`src/rtl/rv32i_types.sv`:
```
// rv32i_types: shared RV32I field types, opcodes and hazard controller state
package rv32i_types;
   typedef logic [4:0] rv32i_reg;
   typedef logic [6:0] rv32i_opcode;
   localparam rv32i_opcode op_load = 7'b0000011;
   typedef enum logic {RUN, MEM_WAIT} hazard_state_t;
endpackage

```
`src/rtl/hazard_perf_cnt.sv`:
```
// hazard_perf_cnt: wrapping stall, bubble and flush performance counters
module hazard_perf_cnt #(
   parameter int CNT_W = 32
) (
   input  logic             clk,
   input  logic             rst,
   input  logic             stall_inc,
   input  logic             bubble_inc,
   input  logic             flush_inc,
   output logic [CNT_W-1:0] stall_cycles,
   output logic [CNT_W-1:0] bubble_count,
   output logic [CNT_W-1:0] flush_count
);
   always_ff @(posedge clk)
      if (rst) begin
         stall_cycles <= '0;
         bubble_count <= '0;
         flush_count  <= '0;
      end else begin
         stall_cycles <= stall_cycles + CNT_W'(stall_inc);
         bubble_count <= bubble_count + CNT_W'(bubble_inc);
         flush_count  <= flush_count + CNT_W'(flush_inc);
      end
endmodule

```
`src/rtl/hazard_ctrl.sv`:
```
// hazard_ctrl: load-use bubble, memory-wait freeze and branch flush control for the 5-stage core
module hazard_ctrl
   import rv32i_types::*;
#(
   parameter int CNT_W = 32
) (
   input  logic             clk,
   input  logic             rst,
   input  rv32i_reg         id_rs1,
   input  rv32i_reg         id_rs2,
   input  logic             id_uses_rs1,
   input  logic             id_uses_rs2,
   input  rv32i_reg         ex_rd,
   input  rv32i_opcode      ex_opcode,
   input  logic             br_taken,
   input  logic             imem_req,
   input  logic             imem_resp,
   input  logic             dmem_req,
   input  logic             dmem_resp,
   output logic             pc_load,
   output logic             if_id_load,
   output logic             id_ex_load,
   output logic             ex_mem_load,
   output logic             mem_wb_load,
   output logic             if_id_flush,
   output logic             id_ex_flush,
   output logic             load_use_stall,
   output logic [CNT_W-1:0] stall_cycles,
   output logic [CNT_W-1:0] bubble_count,
   output logic [CNT_W-1:0] flush_count
);
   hazard_state_t state;
   logic i_req, d_req, i_done, d_done;
   logic lu, enter, rel, mem_stall, go, flush_br;
   assign lu = ex_opcode == op_load && ex_rd != '0 &&
               ((id_uses_rs1 && id_rs1 == ex_rd) || (id_uses_rs2 && id_rs2 == ex_rd));
   assign enter = (imem_req && !imem_resp) || (dmem_req && !dmem_resp);
   assign rel = (i_done || imem_resp || !i_req) && (d_done || dmem_resp || !d_req);
   assign mem_stall = state == RUN ? enter : !rel;
   assign go = !rst && !mem_stall;
   assign flush_br = go && br_taken;
   assign load_use_stall = go && !br_taken && lu;
   assign pc_load = go && !load_use_stall;
   assign if_id_load = pc_load;
   assign id_ex_load = go;
   assign ex_mem_load = go;
   assign mem_wb_load = go;
   assign if_id_flush = rst || flush_br;
   assign id_ex_flush = rst || flush_br || load_use_stall;
   // a response in the entry cycle already completes that interface
   always_ff @(posedge clk)
      if (rst) begin
         state  <= RUN;
         i_req  <= 1'b0;
         d_req  <= 1'b0;
         i_done <= 1'b0;
         d_done <= 1'b0;
      end else if (state == RUN) begin
         if (enter) begin
            state  <= MEM_WAIT;
            i_req  <= imem_req;
            d_req  <= dmem_req;
            i_done <= imem_resp;
            d_done <= dmem_resp;
         end
      end else if (rel) begin
         state  <= RUN;
         i_done <= 1'b0;
         d_done <= 1'b0;
      end else begin
         i_done <= i_done || imem_resp;
         d_done <= d_done || dmem_resp;
      end
   hazard_perf_cnt #(.CNT_W(CNT_W)) u_cnt (
      .clk(clk),
      .rst(rst),
      .stall_inc(!pc_load),
      .bubble_inc(load_use_stall),
      .flush_inc(flush_br),
      .stall_cycles(stall_cycles),
      .bubble_count(bubble_count),
      .flush_count(flush_count)
   );
endmodule

```
`config.mk`:
```
export PLATFORM = sky130hd
export DESIGN_NAME = hazard_ctrl
export DESIGN_NICKNAME = d
export VERILOG_FILES = /design/src/rtl/rv32i_types.sv /design/src/rtl/hazard_perf_cnt.sv /design/src/rtl/hazard_ctrl.sv
export SDC_FILE = /design/constraint.sdc
export NUM_CORES = 1
export LEC_CHECK = 0
export CAP_MARGIN = 20
export CELL_PAD_IN_SITES_DETAIL_PLACEMENT = 0
export CELL_PAD_IN_SITES_GLOBAL_PLACEMENT = 1
export CORE_MARGIN = 2
export CORE_UTILIZATION = 35
export CTS_CLUSTER_SIZE = 25
export DETAILED_ROUTE_END_ITERATION = 12
export GPL_TIMING_DRIVEN = 0
export HOLD_SLACK_MARGIN = 0.05
export PLACE_DENSITY_LB_ADDON = 0.1
export SLEW_MARGIN = 5
export SYNTH_ARGS = -nofsm -noshare
export SYNTH_HDL_FRONTEND = slang
export SYNTH_SLANG_ARGS = --single-unit
```
`constraint.sdc`:
```
create_clock -name clk -period 7.3 [get_ports clk]
set_input_delay 1.46 -clock clk [delete_from_list [all_inputs] [get_ports clk]]
set_output_delay 1.46 -clock clk [all_outputs]
set_load 0.005 [all_outputs]
```
== Word-level counts from Yosys, hierarchy flattened ==
Cells that the tools add are included.

* Add/sub/neg operators: 3
* Eq/ne operators: 3
* Multiplexer cells: 10
* Bitwise operators: 1
* Reduce and logical (&&, ||, !) cells: 33

{| class="wikitable"
|+ Operators with widths
! operator !! count
|-
| adder 32 x 1 -> 32 bit || 3
|-
| logical AND 1 bit || 12
|-
| equality test 5 bit || 2
|-
| zero test 1 bit || 10
|-
| 2-to-1 mux 1 bit || 10
|-
| logical OR 1 bit || 8
|-
| equality test 7 x 2 -> 1 bit, second input constant || 1
|-
| nonzero test 5 bit || 1
|-
| AND reduction 2 bit || 1
|-
| nonzero test 2 bit || 1
|-
| inverter 1 bit || 1
|}

* Flip-flop bits (word level): 101
* Input bits: 31
* Output and inout bits: 104
* Logic and storage cells: 58

== Logic depth before layout (Yosys ltp) ==
* Depth after elaboration: 13
* Depth in mapped cells: 12
* Depth with buffers taken out: 10

== Cells and area by module ==
From an unflattened synthesis, not the netlist that was laid out.

* Cells, all modules: 578
* Area, all modules: 4982.3 um^2

{| class="wikitable"
|+ By module, submodules not included
! module !! times used !! cells an instance !! area an instance (um^2) !! sequential area each (um^2)
|-
| hazard_perf_cnt || 1 || 520 || 4490.6 || 1921.8
|-
| hazard_ctrl || 1 || 58 || 491.7 || 100.1
|}

== Least setup slack after synthesis ==
OpenSTA, ideal clock, no wires.

* Kind: input to register
* Start: input br_taken
* End: register u_cnt.bubble_count[22]
* Setup time: 0.070 ns
* Arrival time: 4.494 ns
* Data required time: 7.230 ns
* Setup slack: 2.735 ns
* Cell stages on the path: 11
* Buffers on the path: 1
* Path through: or4_1 nor4_1 o21ai_0 nor4_1 ha_1 ha_1 nand3_1 or4_4 buf_2 or3_1 a21oi_1

* Longest elaborated chain between the ends: 4

{| class="wikitable"
|+ RTL lines
! element !! line !! text
|-
| from (decl) || hazard_ctrl.sv:15 || <nowiki>input logic br_taken,</nowiki>
|-
| zero test 1 bit || hazard_ctrl.sv:42 || <nowiki>assign load_use_stall = go && !br_taken && lu;</nowiki>
|-
| logical AND 1 bit (2 in series) || hazard_ctrl.sv:42 ||
|-
| via load_use_stall || hazard_ctrl.sv:27 || <nowiki>output logic load_use_stall,</nowiki>
|-
| adder 32 x 1 -> 32 bit || hazard_perf_cnt.sv:21 || <nowiki>bubble_count <= bubble_count + CNT_W'(bubble_inc);</nowiki>
|-
| to (signal assigned) || hazard_perf_cnt.sv:21 ||
|-
| to (decl) || hazard_perf_cnt.sv:11 || <nowiki>output logic [CNT_W-1:0] bubble_count,</nowiki>
|}

The timed path passes the listed nets, and every way through them passes these cells.
A chain may end at the register's enable or synchronous reset.

== Worst setup path after layout ==
* Start: input br_taken
* End: output load_use_stall

* Longest elaborated chain between the ends: 3

{| class="wikitable"
|+ RTL lines
! element !! line
|-
| zero test 1 bit || hazard_ctrl.sv:42
|-
| logical AND 1 bit (2 in series) || hazard_ctrl.sv:42
|-
| to (decl) || hazard_ctrl.sv:27
|}

Every way passes these cells.

==> results.md <==
* DR pass1 iterations at 4
* Syn_area_per_cell at 8.570 um^2
* Max IR drop VDD at 0.1019 mV
* GRT overflow at 0
* Via count at 4,842
* Nets at 753
* Clock Sinks at 101
* Cell total after placement at 885
* Crit path max fanout at 4
* Via/cell ratio at 5.380
* Cell Count, Final, Fillers Out at 900
* Placed Area at 6460 um^2
* Pre-CTS WS at 1807 ps
* Layout area overhead at 37.46%
* Synth Register Bits at 101
* Number of CTS-inserted buffers at 9
* Number of fillers in the final layout at 1,366
* Final setup vio count at 0
* Standard-cell row count at 43
* Post-CTS Setup Repair Bufs at 0
* Post-DRT Antenna Nets at 0
* Achievable frequency at 184.7 MHz
* CTS Root Cell: clkbuf_16
* Post-synth net total at 608
* Starting Density at 35.53%
* Post-synthesis simple-gate area fraction at 29.76%
* Final period utilization at 74.17%
* H-tree Lvls at 3
* Final hold vios at 0
* Setup Crit Path Kind: in -> out
* GP Congestion at 0.8239
* Mapped cell area at 4893 um^2
* Antenna violations before repair at 0
* Clock buffer depth at 2
* First-pass GRT wire length at 22.52 mm
* Crit end category: primary output
* Design area at 6726 um^2
* Antenna fix cells at 0
* Worst slew margin at 59.70%
* Slew at the pin with the worst max-slew slack at 604.5 ps
* Synth Area in XOR/XNOR at 7.696%
* Initial DRC Count at 245
* Number of hold buffers added after CTS at 0
* Netlist cell types at 43
* Final-report max-slew violation count at 0
* Multiplexer area fraction after synthesis at 2.020%
* Sequential fraction of the synthesis area at 41.32%
* Die width at 122.2 um
* Post-synth EDFFs at 0
* Leak at 0.002136 uW
* Final Skew at 7.877 ps
* Setup TNS at 0 ps
* Layout cells sized above 1 at 4.444%
* R2R Setup Slk at 3890 ps
* Clock-pin slew on the worst setup and hold paths at 70 ps
* Largest net degree at the start of global routing at 16
* Drt drc at 0
* I/O pins at 135
* Largest family of logic cells by synthesized area: simple AND/OR/NAND/NOR gates
* Height of the die at 122.2 um
* Critical Path AT at 3950 ps
* Max-cap violations at 0
* DR WL/cell at 15.21 um
* Final worst slack at 1886 ps
* Status: finished, final reports clean
* Post-Synth Adder-Cell Area at 1.534%
* CP Launch Type: primary input
* Post-Route WL at 13.69 mm
* Post-synth ARST share at 0%
* Die area at 14,940 um^2
* Final Util at 48.84%
* Yosys warning total at 0
* Compound-Gate Fraction of Synth Area at 13.88%
* DP Wirelength at 9.981 mm
* Post-CTS sizing at 0
* HP Class: reg -> reg
* GR Util All Layers at 18.72%
* Number of global-route vias before repair at 4,597
* Port bufs at 134
* PwrDens at 161.2 nW/um^2
* Top_reg_cell synth: dfxtp_1
* CP required at 5840 ps
* Core area at 13,770 um^2
* Mapped Cells at 571
* RSZ-0062 raised after global routing: false
* Clock Latency Late Sink at 350 ps
* Period minus WS final at 5414 ps
* CTS tree: yes
-- through the flow --
stage / hold WS [ps] / power (uW)
floorplan: 452.3 / 603.6
global placement: 482.1 / 647.1
detailed placement: 486.4 / 648.3
CTS: 496.3 / 1101
global route: 527.2 / 1130
finish: 495.1 / 1084
-- routing by layer --
layer | wire length (um) | GRT usage [%] | vias to the layer above
li1 | - | - | 2415
met1 | 6242 | 23.93 | 2297
met2 | 6500 | 31.28 | 118
met3 | 773 | 4.647 | 12
met4 | 173 | 5.388 | 0
met5 | 0 | 0 | -
-- registers in the layout, summed over array words and instances (netlist names) --
signal              count
d_req                   1
i_done                  1
u_cnt.stall_cycles     32
state                   1
i_req                   1
u_cnt.bubble_count     32
d_done                  1
u_cnt.flush_count      32
-- critical path: stages --
cell and delay (ps):
clkdlybuf4s50_1 450, or4_1 530, nor4_1 220, o21ai_0 200, nor4_1 490, clkdlybuf4s50_1 600
-- power breakdown --
group | internal [uW] | total, uW | switching, uW
Clock | 238 | 450 | 212
Combinational | 40.6 | 74.4 | 33.8
Sequential | 556 | 560 | 3.66
Total | 835 | 1080 | 249
-- synthesized netlist by cell type (2+ instances only) --
cell	n	share of area (%)
o21a_1	2	0.31
nor2b_1	13	1.7
nor4_1	15	1.9
nand2_1	28	2.1
nor2_1	44	3.4
nor3_1	4	0.41
mux2_1	2	0.46
and3_1	8	1.0
nand4_2	2	0.51
dfxtp_1	101	41
nand2b_1	2	0.26
or3_1	22	2.8
nand3_1	32	3.3
nand4_1	28	3.6
and2_1	2	0.26
mux2_2	5	1.2
xnor2_1	16	2.9
or4_4	2	0.46
buf_4	3	0.46
or2_2	3	0.38
o31ai_1	27	4.1
a211oi_1	2	0.31
clkbuf_1	25	1.9
o311ai_0	2	0.36
a21oi_1	53	5.4
and4_1	13	2.3
o21ai_0	24	2.5
inv_1	13	1.0
ha_1	6	1.5
or4_1	32	4.9
mux2i_1	2	0.41
xor2_1	27	4.8
-- worst paths after layout --
check / from / endpoint / cells past startpoint
hold reg to reg: u_cnt.bubble_count[23] / u_cnt.bubble_count[23] / 2
hold / removal: u_cnt.bubble_count[23] / u_cnt.bubble_count[23] / 2
setup reg to reg: state / u_cnt.bubble_count[24] / 10
setup / recovery: br_taken / load_use_stall / 6
-- layout make-up --
class                   instances  area, um^2  share of cell area, %
plain buffers                  31       136.4                  2.028
clock buffers                  11       242.7                  3.609
clock inverters                 4       23.77                 0.3534
inverters                      13       48.80                 0.7254
multi-input cells             426        2686                  39.94
flip-flops and latches        101        2022                  30.06
well taps                     180       225.2                  3.348
repair buffers                134        1341                  19.94
-- cell usage in the layout, fill, tap and decap left out, types with 4 or more instances in the layout --
cell type and instances:
and4_1 13, xnor2_1 16, or4_1 32, nand4_1 28, clkbuf_16 9, and3_1 8, nand3_1 32, o31ai_1 27
nand2_1 28, nor2_1 44, nor3_1 4, or3_1 22, o21ai_0 24, dfxtp_1 101, nor2b_1 13, clkbuf_1 26
ha_1 6, clkdlybuf4s50_1 134, a21oi_1 53, nor4_1 15, mux2_2 5, xor2_1 27, inv_1 13
-- cells by family after synthesis --
family / after synthesis
buffers and inverters: 44
and+or+nand+nor: 253
xor gates and xnor gates: 43
AOI/OAI and AO/OA: 115
DFF: 101
muxes: 9
adders and majority gates: 6
No activity file was read; power rests on OpenSTA's default activity.
